--- src/rtl/draw_bus_pkg.sv ---
// Geometry and sequencer types shared by the draw units and the draw-source write bus.
package draw_bus_pkg;

    localparam int unsigned COLOR_DEPTH       = 9;
    localparam int unsigned DRAW_WIDTH        = 160;
    localparam int unsigned DRAW_HEIGHT       = 120;
    localparam int unsigned DRAW_WIDTH_ADDRW  = $clog2(DRAW_WIDTH);
    localparam int unsigned DRAW_HEIGHT_ADDRW = $clog2(DRAW_HEIGHT);
    localparam int unsigned BUF_ADDRW         = $clog2(DRAW_WIDTH * DRAW_HEIGHT);

    // Source-select width; a single source still needs one bit.
    function automatic int unsigned sel_addrw(input int unsigned max_source);
        return (max_source == 0) ? 32'd1 : 32'($clog2(max_source + 1));
    endfunction

    typedef enum logic [2:0] {IDLE, GRANT, STREAM, ADVANCE, SWAP} seq_state_t;

endpackage

--- src/rtl/pixel_commit.sv ---
// One-cycle write stage: range check, transparency filter and y*W+x address into the back buffer.
module pixel_commit
    import draw_bus_pkg::*;
(
    input  logic                         clk_i,
    input  logic                         reset_i,
    input  logic                         valid_i,
    input  logic [DRAW_WIDTH_ADDRW-1:0]  x_i,
    input  logic [DRAW_HEIGHT_ADDRW-1:0] y_i,
    input  logic [COLOR_DEPTH-1:0]       color_i,
    input  logic                         transparent_i,
    output logic                         we_o,
    output logic [BUF_ADDRW-1:0]         addr_o,
    output logic [COLOR_DEPTH-1:0]       data_o
);

    logic                   we_d, we_q;
    logic [BUF_ADDRW-1:0]   addr_d, addr_q;
    logic [COLOR_DEPTH-1:0] data_d, data_q;
    logic                   in_range;

    always_comb begin
        in_range = (32'(x_i) < DRAW_WIDTH) && (32'(y_i) < DRAW_HEIGHT);
        we_d     = valid_i && !transparent_i && in_range;
        addr_d   = addr_q;
        data_d   = data_q;
        if (we_d) begin
            addr_d = BUF_ADDRW'(y_i) * BUF_ADDRW'(DRAW_WIDTH) + BUF_ADDRW'(x_i);
            data_d = color_i;
        end
    end

    always_ff @(posedge clk_i) begin
        if (reset_i) begin
            we_q   <= 1'b0;
            addr_q <= '0;
            data_q <= '0;
        end else begin
            we_q   <= we_d;
            addr_q <= addr_d;
            data_q <= data_d;
        end
    end

    assign we_o   = we_q;
    assign addr_o = addr_q;
    assign data_o = data_q;

endmodule

--- src/rtl/draw_source_sequencer.sv ---
// Grants the draw bus to each source in ascending order once per frame, commits their pixels
// into the back buffer and requests a buffer swap once every source has finished.
module draw_source_sequencer
    import draw_bus_pkg::*;
#(
    parameter int unsigned MAX_WRITE_SOURCE = 2,
    parameter int unsigned GRANT_TIMEOUT    = 1024,
    localparam int unsigned SOURCE_SEL_ADDRW = sel_addrw(MAX_WRITE_SOURCE)
) (
    input  logic                         clk,
    input  logic                         reset,
    input  logic                         frame,
    output logic [SOURCE_SEL_ADDRW-1:0]  write_source_sel,
    output logic                         write_awaited,
    input  logic                         write_active,
    input  logic [DRAW_WIDTH_ADDRW-1:0]  write_x_addr,
    input  logic [DRAW_HEIGHT_ADDRW-1:0] write_y_addr,
    input  logic [COLOR_DEPTH-1:0]       write_color_data,
    input  logic                         write_transparent,
    output logic                         buf_we,
    output logic [BUF_ADDRW-1:0]         buf_addr,
    output logic [COLOR_DEPTH-1:0]       buf_data,
    output logic                         swap_req,
    output logic                         overrun
);

    localparam int unsigned TMO_W = (GRANT_TIMEOUT > 1) ? $clog2(GRANT_TIMEOUT) : 1;

    seq_state_t                  state_d, state_q;
    logic [SOURCE_SEL_ADDRW-1:0] sel_d, sel_q;
    logic [TMO_W-1:0]            tmo_d, tmo_q;
    logic                        awaited_d, awaited_q;
    logic                        pending_d, pending_q;
    logic                        swap_req_d, swap_req_q;
    logic                        overrun_d, overrun_q;
    logic                        last_source;

    assign last_source = (32'(sel_q) >= MAX_WRITE_SOURCE);

    always_comb begin
        state_d    = state_q;
        sel_d      = sel_q;
        tmo_d      = tmo_q;
        awaited_d  = awaited_q;
        pending_d  = pending_q;
        swap_req_d = 1'b0;
        overrun_d  = 1'b0;

        // A frame during a pass is remembered, never allowed to interrupt it.
        if (frame && (state_q != IDLE)) begin
            overrun_d = 1'b1;
            pending_d = 1'b1;
        end

        unique case (state_q)
            IDLE: begin
                if (frame || pending_q) begin
                    sel_d     = '0;
                    awaited_d = 1'b1;
                    pending_d = 1'b0;
                    tmo_d     = '0;
                    state_d   = GRANT;
                end
            end
            GRANT: begin
                if (write_active) begin
                    state_d = STREAM;
                end else if (tmo_q == TMO_W'(GRANT_TIMEOUT - 1)) begin
                    awaited_d = 1'b0;
                    state_d   = ADVANCE;
                end else begin
                    tmo_d = tmo_q + 1'b1;
                end
            end
            STREAM: begin
                if (!write_active) begin
                    awaited_d = 1'b0;
                    state_d   = ADVANCE;
                end
            end
            ADVANCE: begin
                if (!last_source) begin
                    sel_d     = sel_q + 1'b1;
                    awaited_d = 1'b1;
                    tmo_d     = '0;
                    state_d   = GRANT;
                end else begin
                    swap_req_d = 1'b1;
                    state_d    = SWAP;
                end
            end
            SWAP: begin
                sel_d   = '0;
                state_d = IDLE;
            end
            default: state_d = IDLE;
        endcase
    end

    always_ff @(posedge clk) begin
        if (reset) begin
            state_q    <= IDLE;
            sel_q      <= '0;
            tmo_q      <= '0;
            awaited_q  <= 1'b0;
            pending_q  <= 1'b0;
            swap_req_q <= 1'b0;
            overrun_q  <= 1'b0;
        end else begin
            state_q    <= state_d;
            sel_q      <= sel_d;
            tmo_q      <= tmo_d;
            awaited_q  <= awaited_d;
            pending_q  <= pending_d;
            swap_req_q <= swap_req_d;
            overrun_q  <= overrun_d;
        end
    end

    // The bus is only looked at while the current source holds the grant.
    pixel_commit u_pixel_commit (
        .clk_i         (clk),
        .reset_i       (reset),
        .valid_i       (awaited_q && write_active),
        .x_i           (write_x_addr),
        .y_i           (write_y_addr),
        .color_i       (write_color_data),
        .transparent_i (write_transparent),
        .we_o          (buf_we),
        .addr_o        (buf_addr),
        .data_o        (buf_data)
    );

    assign write_source_sel = sel_q;
    assign write_awaited    = awaited_q;
    assign swap_req         = swap_req_q;
    assign overrun          = overrun_q;

endmodule

--- config.mk ---
export PLATFORM = sky130hd
export DESIGN_NAME = draw_source_sequencer
export DESIGN_NICKNAME = d
export VERILOG_FILES = /design/src/rtl/draw_bus_pkg.sv /design/src/rtl/pixel_commit.sv /design/src/rtl/draw_source_sequencer.sv
export SDC_FILE = /design/constraint.sdc
export NUM_CORES = 1
export LEC_CHECK = 0
export BUFFER_PORTS_ARGS = -buffer_cell sky130_fd_sc_hd__buf_4
export CORE_MARGIN = 4
export CORE_UTILIZATION = 59
export CTS_BUF_LIST = sky130_fd_sc_hd__clkbuf_4
export CTS_CLUSTER_DIAMETER = 120
export DETAILED_ROUTE_END_ITERATION = 12
export PLACE_DENSITY = 0.87
export RECOVER_POWER = 50
export SYNTH_ARGS = -nofsm -noshare
export SYNTH_HDL_FRONTEND = slang
export SYNTH_SLANG_ARGS = --single-unit
export TNS_END_PERCENT = 30
--- constraint.sdc ---
create_clock -name clk -period 7.8 [get_ports clk]
set_clock_uncertainty 0.2 [all_clocks]
set_input_delay 1.56 -clock clk [delete_from_list [all_inputs] [get_ports clk]]
set_output_delay 1.56 -clock clk [all_outputs]
set_load 0.01 [all_outputs]
After elaboration in Yosys (flattened, before gate mapping)
Cells that the tools add are included.
{ "word_totals": {"regBits": 44, "in_bits": 29} }
{ "classes": {"order_cmp": 3, "n_addsub": 3, "n_eq_ne": 12, "n_bitwise": 1, "reduce_logical": 17, "mul": 1, "mux": 25} }
{ "op_table": {"columns": ["operator", "n"], "rows": [
  ["10-bit two-way mux", 4],
  ["10-bit one-hot mux with 3 select lines", 1],
  ["15-bit by 8-bit adder with 15-bit output", 1],
  ["3-bit two-way mux", 5],
  ["2-bit != test (second input constant)", 6],
  ["3-bit one-hot mux with 4 select lines", 1],
  ["10-bit by 1-bit adder with 10-bit output (second input constant)", 1],
  ["10-bit == test (second input constant)", 1],
  ["7-bit by 3-bit multiplier with 10-bit output (second input constant)", 1],
  ["1-bit two-way mux", 10],
  ["3-bit nonzero test", 3],
  ["8-bit less-than comparator (second input constant)", 1],
  ["7-bit less-than comparator (second input constant)", 1],
  ["3-bit by 2-bit == test with 1-bit output (second input constant)", 2],
  ["2-bit one-hot mux with 3 select lines", 1],
  ["3-bit AND reduction", 2],
  ["6-bit AND reduction", 1],
  ["1-bit logical AND", 5],
  ["5-bit AND reduction", 1],
  ["2-bit two-way mux", 2],
  ["1-bit one-hot mux with 4 select lines", 1],
  ["4-bit nonzero test", 1],
  ["3-bit by 1-bit == test with 1-bit output (second input constant)", 1],
  ["3-bit == test (second input constant)", 1],
  ["other kinds (8)", 8]
]} }

Longest topological paths before layout
{ "logic_depth": {"depth_word": 5, "mapped_depth": 9, "ltp_nobuf": 9} }

Modules after synthesis
From an unflattened synthesis, not the netlist that was laid out.
{ "unflattened": {"hier_cells": 291, "hier_area_um2": 2472.4} }
{ "modules_own_cells": {"columns": ["module", "cells_per_inst", "n_inst", "area_per_inst_um2"], "rows": [
  ["pixel_commit", 163, 1, 1390.1],
  ["draw_source_sequencer", 128, 1, 1082.3]
]} }

Worst setup path after synthesis
No wires, ideal clock.
{ "synth_timing": {"kind": "in2reg", "from": "input write_y_addr[1]", "to": "register u_pixel_commit.addr_q[13] (netlist: u_pixel_commit.addr_o[13])", "required_time_ns": 7.512, "slack_ns": 3.780, "arrival_ns": 3.732, "n_path_buf": 0, "stages": 8, "setup_time_ns": 0.088, "path_cell_list": "ha_1 ha_1 inv_1 fa_1 xor2_1 or3_4 or4_1 a311oi_2"} }
{ "synth_via": {"elab_chain_len": 3, "word_cells_on_any_way": 5, "cone_classes": "add/sub: 1; mul: 1; order compare: 1; reduce/logical: 2"} }
{ "synth_rtl": {"columns": ["element", "line", "source"], "rows": [
  ["from (decl)", "draw_source_sequencer.sv:17", "input logic [DRAW_HEIGHT_ADDRW-1:0] write_y_addr,"],
  ["parallel branches: the longest is 3 deep, another holds 15-bit by 8-bit adder with 15-bit output", null, null],
  ["to (signal assigned)", "pixel_commit.sv:40", "addr_q <= addr_d;"],
  ["to (decl)", "pixel_commit.sv:18", "logic [BUF_ADDRW-1:0] addr_d, addr_q;"]
]} }
Parallel ways; which one is timed is not known.
A chain may end at the register's enable or synchronous reset.

Worst setup path in the final report
Ends and elaborated chain as after synthesis.

==> load_flow_metrics.sql <==
INSERT INTO impl_metrics (metric_group, metric, value, unit) VALUES
('outcome', 'run_status', 'finished with violations', ''),
('outcome', 'violations', 'capacitance limit, slew limit', ''),
('yosys', 'simple_logic_cell_fraction_of_the_synthesized_area', '24.1', '%'),
('worst_hold_path', 'classification_of_the_worst_slack_hold_path', 'register to register', ''),
('yosys', 'synth_mux_area_share', '1.26', '%'),
('clock_tree', 'cts_htree_levels', '2', ''),
('clock_tree', 'cts_repair_resize_count', '0', ''),
('setup_path', 'cp_data_required_time', '7.87', 'ns'),
('grt', 'grt_start_max_net_pins', '37', ''),
('timing', 'achievable-frequency', '258', 'MHz'),
('routing', 'drt_pre_antenna_iters', '4', ''),
('timing', 'slew_headroom', '-8.71', '%'),
('worst_hold_path', 'min-delay-start', 'u_pixel_commit.addr_o[3]', ''),
('grt', 'grt.total_usage', '21.4', '%'),
('yosys', 'synth_cells', '287', ''),
('timing', 'maxSlewViolCount', '37', ''),
('yosys', 'syn_avg_cell_area', '8.28', 'um^2'),
('timing', 'final_period_minus_worst_setup_slack', '3.88', 'ns'),
('setup_path', 'arrival', '3.95', 'ns'),
('timing', 'holdWs', '0.265', 'ns'),
('cells_and_area', 'n_antenna_cell', '0', ''),
('timing', 'finalSetupViolations', '0', ''),
('yosys', 'synth_fa_ha_area_share', '9.58', '%'),
('grt', 'grt_overflow_total', '0', ''),
('timing', 'worst_pin_slew', '1.63', 'ns'),
('worst_hold_path', 'min_delay_path_depth', '2', ''),
('yosys', 'postSynthNetCount', '333', ''),
('setup_path', 'critical_path_endpoint_category', 'register', ''),
('routing', 'drt-wirelength-per-cell', '14.1', 'um'),
('floorplan', 'row_count', '22', ''),
('clock_tree', 'cts_tree', 'built', ''),
('cells_and_area', 'utilization', '73.6', '%'),
('timing', 'timing.final.crit_share', '49.7', '%'),
('setup_path', 'r2r_start', 'write_source_sel[1]', ''),
('routing', 'routed_wl', '5430', 'um'),
('clock_tree', 'cts.sink_count', '44', ''),
('setup_path', 'worst-r2r-cell-count', '6', ''),
('power_and_ir_drop', 'maximum_vdd_drop', '0.000143', 'V'),
('routing', 'detailedRoute.firstIterationViolations', '146', ''),
('setup_path', 'setup.reg_to_reg.worst_slack', '5.30', 'ns'),
('floorplan', 'initial_core_util', '63.0', '%'),
('power_and_ir_drop', 'comb_power_share', '20.7', '%'),
('setup_path', 'timing.setup.critical_path_class', 'input port to register', ''),
('worst_hold_path', 'hold_path_end', 'u_pixel_commit.addr_o[3]', ''),
('yosys', 'synth_seq_area_share', '37.1', '%'),
('routing', 'vias', '2194', ''),
('yosys', 'dominant_combinational_cell_family_by_area_after_synthesis', 'simple AND/OR/NAND/NOR gates', ''),
('yosys', 'synth_flop_cell', 'dfxtp_1', ''),
('clock_tree', 'cts-buffers-inserted', '5', ''),
('placement', 'port_buffers', '58', ''),
('cells_and_area', 'filler_cell_count', '307', ''),
('floorplan', 'core_area', '3770', 'um^2'),
('clock_tree', 'cts.reportedPaths.clkPinSlew', '0.13', 'ns'),
('flow_run', 'max_cap_violations', '1', ''),
('power_and_ir_drop', 'switchingPower', '0.138', 'mW'),
('routing', 'detail_route.drc_violations', '0', ''),
('grt', 'first_global_vias', '2063', ''),
('grt', 'grt_antenna_before_repair', '0', ''),
('power_and_ir_drop', 'power.sequential.fraction', '49.1', '%'),
('yosys', 'ys_warn_count', '0', ''),
('clock_tree', 'worst_skew_pair.late_latency', '0.36', 'ns'),
('power_and_ir_drop', 'power-per-cell-area', '175', 'nW/um^2'),
('timing', 'setup_total_negative_slack', '0', 'ns'),
('clock_tree', 'clock_path_buffers', '2', ''),
('clock_tree', 'cts-hold-fix-buffers', '0', ''),
('setup_path', 'worstSetupStartpointType', 'input port', ''),
('clock_tree', 'post_cts_buffers', '0', ''),
('yosys', 'synth_compound_gate_area_share', '19.5', '%'),
('setup_path', 'path_max_fanout', '3', ''),
('floorplan', 'dieHeight', '71.5', 'um'),
('yosys', 'synth-edff-count', '0', '');
cell usage in the layout, fill, tap and decap left out, drive strengths merged, types with 4 or more instances in the layout:
cell type | Yosys | final
nand2b | 5 | 5
clkbuf | 10 | 34
nand4 | 8 | 8
dfxtp | 44 | 44
buf | 5 | 30
nor2 | 25 | 25
a21oi | 28 | 28
inv | 14 | 14
o21ai | 8 | 8
nand2 | 43 | 43
ha | 15 | 15
nor3 | 9 | 9
xnor2 | 5 | 5
xor2 | 4 | 4
a21o | 5 | 5
a211oi | 7 | 7
a31oi | 4 | 4
cell usage after synthesis (4+ instances only):
library cell | number | area (um^2)
a21o_1 | 5 | 37.5
a31oi_1 | 4 | 25.0
o21ai_0 | 6 | 30.0
nand2_1 | 43 | 161
a21oi_1 | 28 | 140
a211oi_1 | 7 | 52.6
nor2_1 | 25 | 93.8
nor3_1 | 9 | 45.0
nand4_1 | 8 | 50.1
clkbuf_1 | 10 | 37.5
inv_1 | 14 | 52.6
dfxtp_1 | 44 | 881
ha_1 | 15 | 188
nand2b_1 | 5 | 31.3
xor2_1 | 4 | 35.0
xnor2_1 | 5 | 43.8
flip-flops by register name, summed over array words and instances, names as in the netlist:
name and flops:
u_pixel_commit.addr_o 15, tmo_q 10, u_pixel_commit.data_o 9, state_q 3
write_source_sel 2, overrun 1, pending_q 1, swap_req 1
u_pixel_commit.we_o 1, write_awaited 1
layout make-up:
class / instances / area (um^2) / share of cell area (%)
repair buffers: 58 / 330 / 11.9
clock buffers: 6 / 45.0 / 1.62
multi-input cells: 214 / 1370 / 49.4
clock inverters: 2 / 35.0 / 1.26
flip-flops and latches: 44 / 881 / 31.7
well taps: 48 / 60.1 / 2.16
inverters: 14 / 52.6 / 1.89
power by group through the flow:
stage	Sequential [mW]	Combinational, mW	Clock (mW)
floorplan	0.242	0.0724	0
global placement	0.243	0.0997	0
detailed placement	0.243	0.103	0
CTS	0.238	0.103	0.150
global route	0.239	0.112	0.158
finish	0.238	0.100	0.146
metal layers:
metal | vias up | global-route usage [%] | part of all wire, %
met5 | - | 0 | 0
met4 | 0 | 6.26 | 1.1
met3 | 5 | 7.29 | 7.1
met2 | 56 | 36.8 | 49
met1 | 1017 | 25.2 | 43
li1 | 1116 | - | -
worst max-delay path by stage:
stage	start	endpoint	slack, ns	cells past startpoint
5_1_grt	write_y_addr[1]	u_pixel_commit.addr_o[13]	3.85	10
3_3_place_gp	write_y_addr[1]	u_pixel_commit.addr_o[13]	3.60	9
4_1_cts	write_y_addr[1]	u_pixel_commit.addr_o[13]	3.94	9
2_1_floorplan	write_y_addr[1]	u_pixel_commit.addr_o[13]	3.78	8
3_5_place_dp	write_y_addr[1]	u_pixel_commit.addr_o[13]	3.55	9
6_report	write_y_addr[1]	u_pixel_commit.addr_o[13]	3.92	9
through the flow:
stage	power [mW]	cell area [um^2]	cells	setup slack, ns
after global routing	0.509	2780	386	3.85
after floorplan	0.315	2380	287	3.78
after detailed placement	0.346	2800	378	3.55
after CTS	0.491	2880	386	3.94
after global placement	0.342	2800	378	3.60
final	0.484	2780	386	3.92
worst max-delay path, cell delays in order:
cell and delay [ns]:
buf_4 0.12, ha_1 0.27, ha_1 0.17, inv_1 0.07, fa_1 0.44, xor2_1 0.19
or3_4 0.36, or4_1 0.54, a311oi_2 0.23
logic make-up (layout without fill, tap and decap cells):
logic type / Yosys count / in the layout
multiplexers: 3 / 3
AND/OR/NAND/NOR: 114 / 114
buffers and inverters: 29 / 80
XOR/XNOR: 9 / 9
flip-flops: 44 / 44
AO/OA/AOI/OAI: 71 / 71
adder cells (fa/ha/maj): 17 / 17
Power figures use the tool's default switching activity.
